==> src/rtl/lap_split_fifo.sv <==
// Lap/split capture FIFO: stages the BCD time and its split on each lap strobe,
// then queues entries for the LCD controller behind a valid/ready interface.
module lap_split_fifo #(
  parameter int DEPTH = 8,
  parameter int AW    = 3
) (
  input  logic          clk,
  input  logic          reset,
  input  logic          clr,
  input  logic          lap_trig,
  input  logic [3:0]    minutes,
  input  logic [3:0]    tens,
  input  logic [3:0]    ones,
  input  logic [3:0]    tenths,
  input  logic [3:0]    hundredths,
  input  logic          rd_ready,
  output logic          rd_valid,
  output logic [19:0]   rd_total,
  output logic [19:0]   rd_split,
  output logic [6:0]    rd_lap,
  output logic [AW:0]   level,
  output logic          overflow
);

  localparam int LW = AW + 1;
  localparam logic [AW:0] FULL_LEVEL = LW'(DEPTH);

  // Digit-serial BCD subtract; tens-of-seconds wraps at 6, minute borrow is dropped.
  function automatic logic [19:0] bcd_sub(input logic [19:0] a, input logic [19:0] b);
    logic [19:0] d;
    logic        borrow;
    logic [4:0]  diff;
    d      = '0;
    borrow = 1'b0;
    for (int i = 0; i < 5; i++) begin
      diff   = {1'b0, a[4*i +: 4]} - {1'b0, b[4*i +: 4]} - {4'b0, borrow};
      borrow = diff[4];
      if (borrow) diff = diff + ((i == 3) ? 5'd6 : 5'd10);
      d[4*i +: 4] = diff[3:0];
    end
    return d;
  endfunction

  logic          stage_valid_reg;
  logic [19:0]   stage_total_reg;
  logic [19:0]   stage_split_reg;
  logic [6:0]    stage_lap_reg;
  logic [19:0]   last_total_reg;
  logic [6:0]    lap_cnt_reg;

  logic [19:0]   mem_total [DEPTH];
  logic [19:0]   mem_split [DEPTH];
  logic [6:0]    mem_lap   [DEPTH];

  logic [AW-1:0] wr_ptr_reg;
  logic [AW-1:0] rd_ptr_reg;
  logic [AW:0]   level_reg;
  logic          rd_valid_reg;
  logic [19:0]   rd_total_reg;
  logic [19:0]   rd_split_reg;
  logic [6:0]    rd_lap_reg;
  logic          overflow_reg;

  logic [19:0]   cur_total;
  logic [19:0]   cur_split;
  logic [6:0]    lap_cnt_next;
  logic          pop;
  logic          push;
  logic [AW-1:0] rd_ptr_next;
  logic [AW:0]   remain;
  logic [AW:0]   level_next;
  logic [19:0]   head_total_next;
  logic [19:0]   head_split_next;
  logic [6:0]    head_lap_next;

  assign cur_total    = {minutes, tens, ones, tenths, hundredths};
  assign cur_split    = bcd_sub(cur_total, last_total_reg);
  assign lap_cnt_next = (lap_cnt_reg >= 7'd99) ? 7'd99 : lap_cnt_reg + 7'd1;

  assign pop         = rd_valid_reg & rd_ready;
  // A pop on the same edge frees the slot, so a full FIFO can still accept.
  assign push        = stage_valid_reg & ~clr & ((level_reg != FULL_LEVEL) | pop);
  assign rd_ptr_next = rd_ptr_reg + {{(AW-1){1'b0}}, pop};
  assign remain      = level_reg - {{AW{1'b0}}, pop};
  assign level_next  = level_reg + {{AW{1'b0}}, push} - {{AW{1'b0}}, pop};

  // Next head: an older stored entry if one survives the pop, else the entry being pushed.
  always_comb begin
    head_total_next = '0;
    head_split_next = '0;
    head_lap_next   = '0;
    if (remain != '0) begin
      head_total_next = mem_total[rd_ptr_next];
      head_split_next = mem_split[rd_ptr_next];
      head_lap_next   = mem_lap[rd_ptr_next];
    end else if (push) begin
      head_total_next = stage_total_reg;
      head_split_next = stage_split_reg;
      head_lap_next   = stage_lap_reg;
    end
  end

  always_ff @(posedge clk) begin
    if (push) begin
      mem_total[wr_ptr_reg] <= stage_total_reg;
      mem_split[wr_ptr_reg] <= stage_split_reg;
      mem_lap[wr_ptr_reg]   <= stage_lap_reg;
    end
  end

  always_ff @(posedge clk or negedge reset) begin
    if (!reset) begin
      stage_valid_reg <= 1'b0;
      stage_total_reg <= '0;
      stage_split_reg <= '0;
      stage_lap_reg   <= '0;
      last_total_reg  <= '0;
      lap_cnt_reg     <= '0;
      wr_ptr_reg      <= '0;
      rd_ptr_reg      <= '0;
      level_reg       <= '0;
      rd_valid_reg    <= 1'b0;
      rd_total_reg    <= '0;
      rd_split_reg    <= '0;
      rd_lap_reg      <= '0;
      overflow_reg    <= 1'b0;
    end else if (clr) begin
      stage_valid_reg <= 1'b0;
      stage_total_reg <= '0;
      stage_split_reg <= '0;
      stage_lap_reg   <= '0;
      last_total_reg  <= '0;
      lap_cnt_reg     <= '0;
      wr_ptr_reg      <= '0;
      rd_ptr_reg      <= '0;
      level_reg       <= '0;
      rd_valid_reg    <= 1'b0;
      rd_total_reg    <= '0;
      rd_split_reg    <= '0;
      rd_lap_reg      <= '0;
      overflow_reg    <= 1'b0;
    end else begin
      stage_valid_reg <= lap_trig;
      if (lap_trig) begin
        stage_total_reg <= cur_total;
        stage_split_reg <= cur_split;
        stage_lap_reg   <= lap_cnt_next;
        last_total_reg  <= cur_total;
        lap_cnt_reg     <= lap_cnt_next;
      end
      if (push) wr_ptr_reg <= wr_ptr_reg + {{(AW-1){1'b0}}, 1'b1};
      if (stage_valid_reg && !push) overflow_reg <= 1'b1;
      rd_ptr_reg   <= rd_ptr_next;
      level_reg    <= level_next;
      rd_valid_reg <= (level_next != '0);
      rd_total_reg <= head_total_next;
      rd_split_reg <= head_split_next;
      rd_lap_reg   <= head_lap_next;
    end
  end

  assign rd_valid = rd_valid_reg;
  assign rd_total = rd_total_reg;
  assign rd_split = rd_split_reg;
  assign rd_lap   = rd_lap_reg;
  assign level    = level_reg;
  assign overflow = overflow_reg;

endmodule

==> config.mk <==
export PLATFORM = sky130hd
export DESIGN_NAME = lap_split_fifo
export DESIGN_NICKNAME = d
export VERILOG_FILES = /design/src/rtl/lap_split_fifo.sv
export SDC_FILE = /design/constraint.sdc
export NUM_CORES = 1
export LEC_CHECK = 0
export ABC_AREA = 1
export BUFFER_PORTS_ARGS = -buffer_cell sky130_fd_sc_hd__buf_2
export CORE_ASPECT_RATIO = 0.5
export CORE_UTILIZATION = 50
export CTS_CLUSTER_DIAMETER = 60
export DETAILED_ROUTE_END_ITERATION = 8
export PLACE_DENSITY = 0.74
export SETUP_SLACK_MARGIN = 0.4
export SLEW_MARGIN = 10
export SYNTH_ARGS = -nofsm -noshare
export SYNTH_HDL_FRONTEND = slang
export SYNTH_SLANG_ARGS = --single-unit
==> constraint.sdc <==
create_clock -name clk -period 8.7 [get_ports clk]
set_input_delay 0.435 -clock clk [delete_from_list [all_inputs] [get_ports clk]]
set_output_delay 0.435 -clock clk [all_outputs]
set_load 0.05 [all_outputs]
* Word level (Yosys, flattened, before mapping)
Memories as Yosys holds them, arrays and structs flattened.
Cells that the tools add are included.
** Storage, ports and cells
- Flip-flop bits (word level) :: 107
- Bits in writable memories :: 376
- Input port bits :: 25
- Output and inout bits :: 53
- Logic and storage cells :: 80
- Memories kept :: 3
** Memories
- mem_split :: words 8, bits a word 20, rd ports 1, clocked after memory_dff 0, write ports 1, line 52 : logic [19:0] mem_split [DEPTH];
- mem_total :: words 8, bits a word 20, rd ports 1, clocked after memory_dff 0, write ports 1, line 51 : logic [19:0] mem_total [DEPTH];
- mem_lap :: words 8, bits a word 7, rd ports 1, clocked after memory_dff 0, write ports 1, line 53 : logic [6:0] mem_lap [DEPTH];
** Cells by class
- $add $sub $neg :: 20
- Magnitude comparators :: 1
- Equality and inequality tests :: 1
- Multiplexer cells :: 31
- Bitwise gates (word level) :: 5
- Reductions and logical operators :: 7
** Operator list (count)
- two-way mux 20 bit :: 10
- two-way mux 7 bit :: 6
- subtractor 4 x 4 -> 5 bit :: 5
- two-way mux 4 bit :: 6
- subtractor 5 x 1 -> 5 bit :: 4
- adder 4 bit, second input constant :: 4
- two-way mux 3 bit :: 3
- nonzero test 4 bit :: 2
- subtractor 4 x 1 -> 4 bit :: 2
- adder 7 x 1 -> 7 bit, second input constant :: 1
- >= comparator 7 bit, second input constant :: 1
- two-way mux 1 bit :: 6
- nonzero test 2 bit :: 3
- adder 4 x 1 -> 4 bit :: 1
- adder 4 x 3 -> 4 bit, second input constant :: 1
- != test 4 bit, second input constant :: 1
- adder 3 x 1 -> 3 bit :: 1
- adder 3 x 1 -> 3 bit, second input constant :: 1
- bitwise AND 1 bit :: 3
- logical AND 1 bit :: 1
- logical NOT 1 bit :: 1
- inverter 1 bit :: 1
- OR 1 bit :: 1

* Longest topological paths before layout
Gate-level depths: netlist of the first run.
- Depth after elaboration :: 9
- Gate-level depth with buffers :: 51
- Gate-level depth less buffers :: 51

* Worst setup path after synthesis of the first run
OpenSTA, ideal clock, no wires.
- Kind :: input port to flip-flop
- Start point :: in hundredths[0]
- End point :: reg stage_split_reg[18]
- Library setup time :: 127 ps
- Arrival time :: 6664 ps
- Data required time :: 8573 ps
- Path slack :: 1909 ps
- Stages on the path :: 46
- Buffers on the path :: 0
- Path through :: inv_1 ha_1 inv_1 fa_1 nand3_1 nand2_1 fa_1 fa_1 inv_1 nand2_1 nand2_1 nand3b_1 nand2_1 xor2_1 inv_1 ha_1 o21bai_1 fa_1 [... 10 more ...] inv_1 nand2_1 nand2_1 nand3b_1 nand2_1 xor2_1 inv_1 ha_1 o21bai_1 fa_1 inv_1 nand2_1 nand2_1 nand2_1 nand2_1 nand2_1 o21ai_0 o21ai_0
** On the way
- Cells in the longest elaborated chain, start to end :: 9
** Ends and longest elaborated chain
- start: declaration :: line 15 : input logic [3:0] hundredths,
- subtractor 4 x 4 -> 5 bit (*) :: line 36 : diff = {1'b0, a[4*i +: 4]} - {1'b0, b[4*i +: 4]} - {4'b0, borrow};
- subtractor 5 x 1 -> 5 bit (*) (4 in a row) :: line 36
- adder 4 bit :: line 38 : if (borrow) diff = diff + ((i == 3) ? 5'd6 : 5'd10);
- two-way mux 4 bit (*) :: line 38
- two-way mux 20 bit (*) :: line 144 : if (lap_trig) begin
- two-way mux 20 bit (*) :: line 127 : end else if (clr) begin
- end signal: assignment :: line 146 : stage_split_reg <= cur_split;
- end: declaration :: line 46 : logic [19:0] stage_split_reg;
Every way passes the cells marked *; elsewhere a longest branch is shown, timed or not. The select of a mux whose other input is x is not followed.
A chain may end at the register's enable or synchronous reset.

* Worst setup path after layout of the first run
- Start point :: reg last_total_reg[1]
- End point :: reg stage_split_reg[18]
** On the way
- Cells in the longest elaborated chain, start to end :: 9
** Ends and longest elaborated chain
- start: declaration :: line 48 : logic [19:0] last_total_reg;
- start signal: assignment :: line 148 : last_total_reg <= cur_total;
- subtractor 4 x 4 -> 5 bit (*) :: line 36
- subtractor 5 x 1 -> 5 bit (*) (4 in a row) :: line 36
- adder 4 bit :: line 38
- two-way mux 4 bit (*) :: line 38
- two-way mux 20 bit (*) :: line 144
- two-way mux 20 bit (*) :: line 127
Marked as above.

==> metrics, run 1 <==
maximum vdd drop=around 240 uV; run status=completed; Final Hold Fails=0; share of cells above drive strength 1=under 10%; Final min period=approximately 7.6 ns; PD cells=between 200 and 300 mW/mm2; routability cong.=between 0.8 and 0.9; Req. time, crit path=between 9 and 10 ns; Fmax=approximately 130 MHz; Routed wire per std cell=19.7 um; clk root buf=clkbuf_16; synth unique cells=30; via count=14200; Syn Area/Cell=between 10 and 15 um2; Slew HR=~26%; Area Growth Syn to Fin=10.7%; Worst path max stage delay=slightly below 0.5 ns; die area=about 0.042 mm2; CTS Buf Count=43; CP Max Fanout=9; synthesized area=0.0208 mm2; Fillers=3232; Least-Margin Pin Slew=around 1.1 ns; Worst path most repeated cell=nand2_1; fin crit share=between 80% and 90%; Crit-path slowest cell=dfrtp_1; final wirelength=between 50 and 60 mm; CTS tree=yes; fin nets=around 2000; Clock H-tree levels=2; first-pass GRT wire length=77.1 mm; crit path DAT=about 8.0 ns; FP Rows=52; Worst Hold Class=in2reg; Yosys warning count=0; Max Root-Sink Buffers=3; Die H=about 150 um; unrepaired setup endpoints after global routing=no; largest area contributor in the netlist=edfxtp_1; top cell type's share of synthesized area=between 50% and 60%; final antenna-violating net count=0; skew final=roughly 0.015 ns; IO Count=78; Final Slew Violations=0; Synth Register Bits=483; Syn Nets=around 2000; Reg clk slew, reported paths=approximately 0.07 ns; total global-route track usage=between 20% and 30%; Setup crit end kind=register; Starting Density=approximately half; setup TNS=0 ns; post-synthesis sequential area ratio=about 67%; synthesized instance count=approximately 1900; initial antenna violation count=3; Maximum Capacitance Violations=0; DRT Pass-1 Iters=5; Util after Layout=56.5%; largest net degree at the start of global routing=roughly 120; HPWL after DPL=26.3 mm; PortBufs=77; Final Power=a little under 7 mW; vias in the first global route=13600; Iter 0 DRT Violations=1552; synth top area cells=edfxtp_1 (54%), dfrtp_1 (13%), nand2_1 (9.7%); core area=0.0407 mm2; GR Overflow Total=0; Layout Cells excl Fill=approximately 2500; setup violators final=0; P_leak=roughly 9.4 nW; DR DRC count=0; Placed Cells=around 2500; worst-skew pair later-pin latency=0.55 ns; Critical Path Source Type=register; Via density=between 5 and 6; Largest regs=mem_split: 160 flops, mem_total: 160 flops, mem_lap: 56 flops; CP Class=reg2reg; Die W=approximately 290 um; Clock Sink Count=483
cells in the mapped netlist (all sizes together):
cell and n:
nand2 537, edfxtp 376, nand3 220, nor2 168
inv 124, dfrtp 107, a21oi 106, o21ai 84
buf 80, ha 47, clkbuf 21, o22ai 19
fa 7, xnor2 7, nand3b 6, xor2 6
o21bai 3, nand4 2, nor3 2, a31oi 1
o211ai 1
timing repair:
action | 4_1_cts | 5_1_grt
gates resized for setup | 0 | 2
hold endpoints to repair | 57 | 0
setup endpoints to repair | 0 | 3
hold buffers | 1 | 0
setup buffers | 0 | 0
logic make-up after synthesis:
group	synth area share [%]
xor gates and xnor gates	0.585
adders and majority gates	3.51
buffers and inverters	4.92
and+or+nand+nor	18.4
AOI/OAI and AO/OA	5.33
DFF	67.3
cell type report:
| type | instances | area, um2 | share of cell area [%] |
|---|---|---|---|
| tap | 540 | 676 | 2.94 |
| clock inverter | 21 | 200 | 0.871 |
| timing repair buffer | 99 | 559 | 2.43 |
| clock buffer | 57 | 1210 | 5.27 |
| sequential | 483 | 14000 | 60.8 |
| inverter | 124 | 472 | 2.05 |
| antenna | 1 | 2.50 | 0.0109 |
| multi-input combinational | 1216 | 5890 | 25.6 |
cell usage in the layout (no fill, tap or decap), types with 4 or more instances in the layout:
cell type    n
inv_1      118
bufinv_16    4
clkbuf_16   45
nor2_4       8
nand3b_1     6
buf_2       76
buf_4       21
o22ai_1     19
nand2_1    535
clkbuf_1     8
ha_1        45
clkbuf_8     4
nor2_1     159
clkinv_2    11
clkinv_1     7
edfxtp_1   376
o21ai_0     74
o21ai_1     10
xor2_1       6
xnor2_1      6
fa_1         7
nand3_1    219
a21oi_1    106
dfrtp_1    106
layer usage:
metal	GRT usage [%]	up-vias	wire (um)
met3	4.73	89	4750
met5	0	-	28
met4	6.57	4	1090
li1	-	6600	-
met2	38.2	650	23500
met1	33.1	6817	20700
worst max-delay path: cells and delay by family, from the launching register on:
kind / cells / cell delay, ns
xor gates and xnor gates: 3 / 0.50
adders and majority gates: 9 / 3.02
buffers and inverters: 8 / 0.61
and+or+nand+nor: 19 / 1.98
DFF: 1 / 0.49
AOI/OAI and AO/OA: 5 / 0.83
metrics by stage:
stage / area, um2 / hold slack [ns] / setup WS [ns]
2_1_floorplan: 20800 / 0.139 / 1.91
3_3_place_gp: 21500 / 0.465 / 1.33
3_5_place_dp: 21500 / 0.475 / 1.04
4_1_cts: 23000 / 0.100 / 1.05
5_1_grt: 23000 / 0.131 / 0.453
6_report: 23000 / 0.115 / 1.15
power by group:
group	leakage (nW)	internal (mW)	switching (mW)
registers	4.89	2.65	0.0935
logic	3.79	0.565	1.57
clock network	0.698	1.10	0.814
worst paths after layout:
check                                       start                   to  slack [ns]  cells after the start
worst max-delay path            last_total_reg[1]  stage_split_reg[18]        1.15                     44
worst min-delay path                      ones[0]    last_total_reg[8]        0.11                      3
worst max register to register  last_total_reg[1]  stage_split_reg[18]        1.15                     44
worst min register to register           overflow             overflow        0.52                      2
max in group asynchronous                   reset          rd_split[0]        7.05                      3
min in group asynchronous                   reset        rd_ptr_reg[1]        0.45                      2
No activity file was read; power rests on OpenSTA's default activity.
==> run 2: changes to the inputs <==
- CORE_UTILIZATION: 50 -> 40
- PLACE_DENSITY: 0.74 -> 0.65
- clock period: 8.7 -> 6.9 ns (I/O delays scaled with it)
==> metrics, run 2 (synthesis results as in run 1) <==
clk root buf=clkbuf_16; maximum vdd drop=214 uV (-9.8%); Worst path max stage delay=0.41 ns (-0.08 ns); worst r2r dst=stage_split_reg[19]; Starting Density=40.9% (-10 points); setup violators final=0 (unchanged); Largest regs=mem_split: 160 flops, mem_total: 160 flops, mem_lap: 56 flops; CP Max Fanout=2 (-7); FP Rows=58 (+12%); Via density=5.20 (-6.6%); final antenna-violating net count=0 (unchanged); fin crit share=94.4% (+7.5 points); # diodes=0 (-1); largest net degree at the start of global routing=74 (-39%); CP Launch Point=last_total_reg[0]; Max Root-Sink Buffers=3 (unchanged); commonest cells after routing, fill and taps aside=nand2_1 (518), edfxtp_1 (376), nand3_1 (214); PD cells=368 mW/mm2 (+25%); CP Class=reg2reg; initial antenna violation count=0 (-3); Crit-path slowest cell=fa_2; DRT Pass-1 Iters=7 (+2); crit path DAT=6.97 ns (-1.01 ns); skew final=0.0143 ns (-0.000875 ns); worst-skew pair later-pin latency=0.57 ns (+0.02 ns); Slew HR=29.3% (+3.7 points); Reg clk slew, reported paths=0.06 ns (about the same); Setup crit end kind=register; final wirelength=52.7 mm (+5.3%); IO Count=78 (unchanged); Final min period=6.51 ns (-1.04 ns); CTS tree=yes; HPWL after DPL=28.7 mm (+9.2%); Least-Margin Pin Slew=1.06 ns (-0.0587 ns); r2r setup slk=0.39 ns (-0.76 ns); P_leak=9.56 nW (+1.9%); Clock Sink Count=483 (unchanged); vias in the first global route=13800 (+1.5%); CTS Buf Count=46 (+7.0%); Worst path most repeated cell=nand2_2; GR Overflow Total=0 (unchanged); total global-route track usage=20.3% (-3.4 points); Die H=163 um (+12%); first-pass GRT wire length=81.5 mm (+5.8%); commonest non-fill, non-tap cell in the layout=nand2_1; via count=14200 (+0.32%); run status=completed; Routed wire per std cell=19.3 um (-2.0%); Critical Path Source Type=register; Final Hold Fails=0 (unchanged); pre-CTS setup slack=-0.176 ns (-1.22 ns); routability cong.=0.846 (+0.57%); Die W=324 um (+12%); core area=0.0507 mm2 (+25%); fin nets=2082 (+1.8%); Maximum Capacitance Violations=0 (unchanged); worst setup path end=stage_split_reg[19]; Area Growth Syn to Fin=13.8%; R2R Path Start=last_total_reg[0]; PortBufs=77 (unchanged); Iter 0 DRT Violations=1334 (-14%); Final Slew Violations=0 (unchanged); Final Power=8.69 mW (+28%); Clock H-tree levels=2 (unchanged); Fmax=154 MHz (+16%); unrepaired setup endpoints after global routing=yes; Req. time, crit path=7.36 ns (-1.77 ns); Worst Hold Class=in2reg; Final WS setup=0.389 ns (-0.758 ns); DR DRC count=0 (unchanged); die area=0.0529 mm2 (+25%); Worst R2R Path Depth=46 (+4.5%); share of cells above drive strength 1=12.4% (+3.3 points); Fillers=4482 (+39%)
==> run 2: cell types whose count changed in the layout (fill, tap and decap cells not counted), sizes merged <==
cell and change:
buf +32, clkbuf +17, clkinv -9, bufinv -2, inv +2, clkinvlp -1
diode -1, dlygate4sd3 +1
==> run 2: timing repair <==
action,CTS,global route
hold buffers,2,0
setup buffers,13,9
resized for setup,33,19
endpoints found under the setup margin,3,3
pin swaps,15,10
hold endpoints to repair,71,0
==> run 2: how the worst min path moves through the flow <==
stage	startpoint	to	slack (ns)	cells past startpoint
floorplan	reset	lap_cnt_reg[0]	0.05	0
global placement	reset	rd_split[4]	0.42	1
detailed placement	reset	rd_split[4]	0.44	1
CTS	hundredths[2]	last_total_reg[2]	0.02	3
global route	ones[0]	last_total_reg[8]	0.06	3
finish	hundredths[2]	last_total_reg[2]	0.04	3
==> run 2: final cells by class <==
class                           instances  area [um2]  area share, %
Clock buffer                           74        1330           5.62
Timing Repair Buffer                  132         810           3.43
Inverter                              124         474           2.01
Sequential cell                       483       14000           59.1
Clock inverter                         11         108          0.455
Multi-Input combinational cell       1216        6080           25.7
Tap cell                              690         863           3.65
==> run 2: through the flow <==
stage	hold WS, ns	cell area, um2	instances	setup TNS, ns	utilization, %
after floorplan	0.0494	20800	1924	0	-
after global placement	0.420	21800	2621	0	43.0
after detailed placement	0.438	21800	2621	-0.493	43.0
after CTS	0.0208	23500	2721	0	46.3
after global routing	0.0613	23600	2730	0	46.6
final	0.0441	23600	2730	0	46.6
==> run 2: per-layer routing <==
layer	GRT usage [%]	wire length [um]	part of all wire, %	vias up
met5	0	0	0	-
met4	5.45	1050	2.0	0
met3	2.49	3390	6.4	68
met2	33.4	25300	48	502
met1	28.6	22900	43	6969
li1	-	-	-	6666
==> run 2: critical path: cells and delay by family (launching register included) <==
kind | cells | cell delay, ns
AND/OR/NAND/NOR | 21 | 1.59
AO/OA/AOI/OAI | 3 | 0.52
flip-flops | 1 | 0.35
adder cells (fa/ha/maj) | 11 | 3.04
buffers and inverters | 8 | 0.46
XOR/XNOR | 3 | 0.44
==> run 2: where the power goes <==
group,switching [mW],internal [mW]
sequential,0.120,3.34
combinational,2.02,0.761
clock,1.05,1.39
total,3.20,5.50
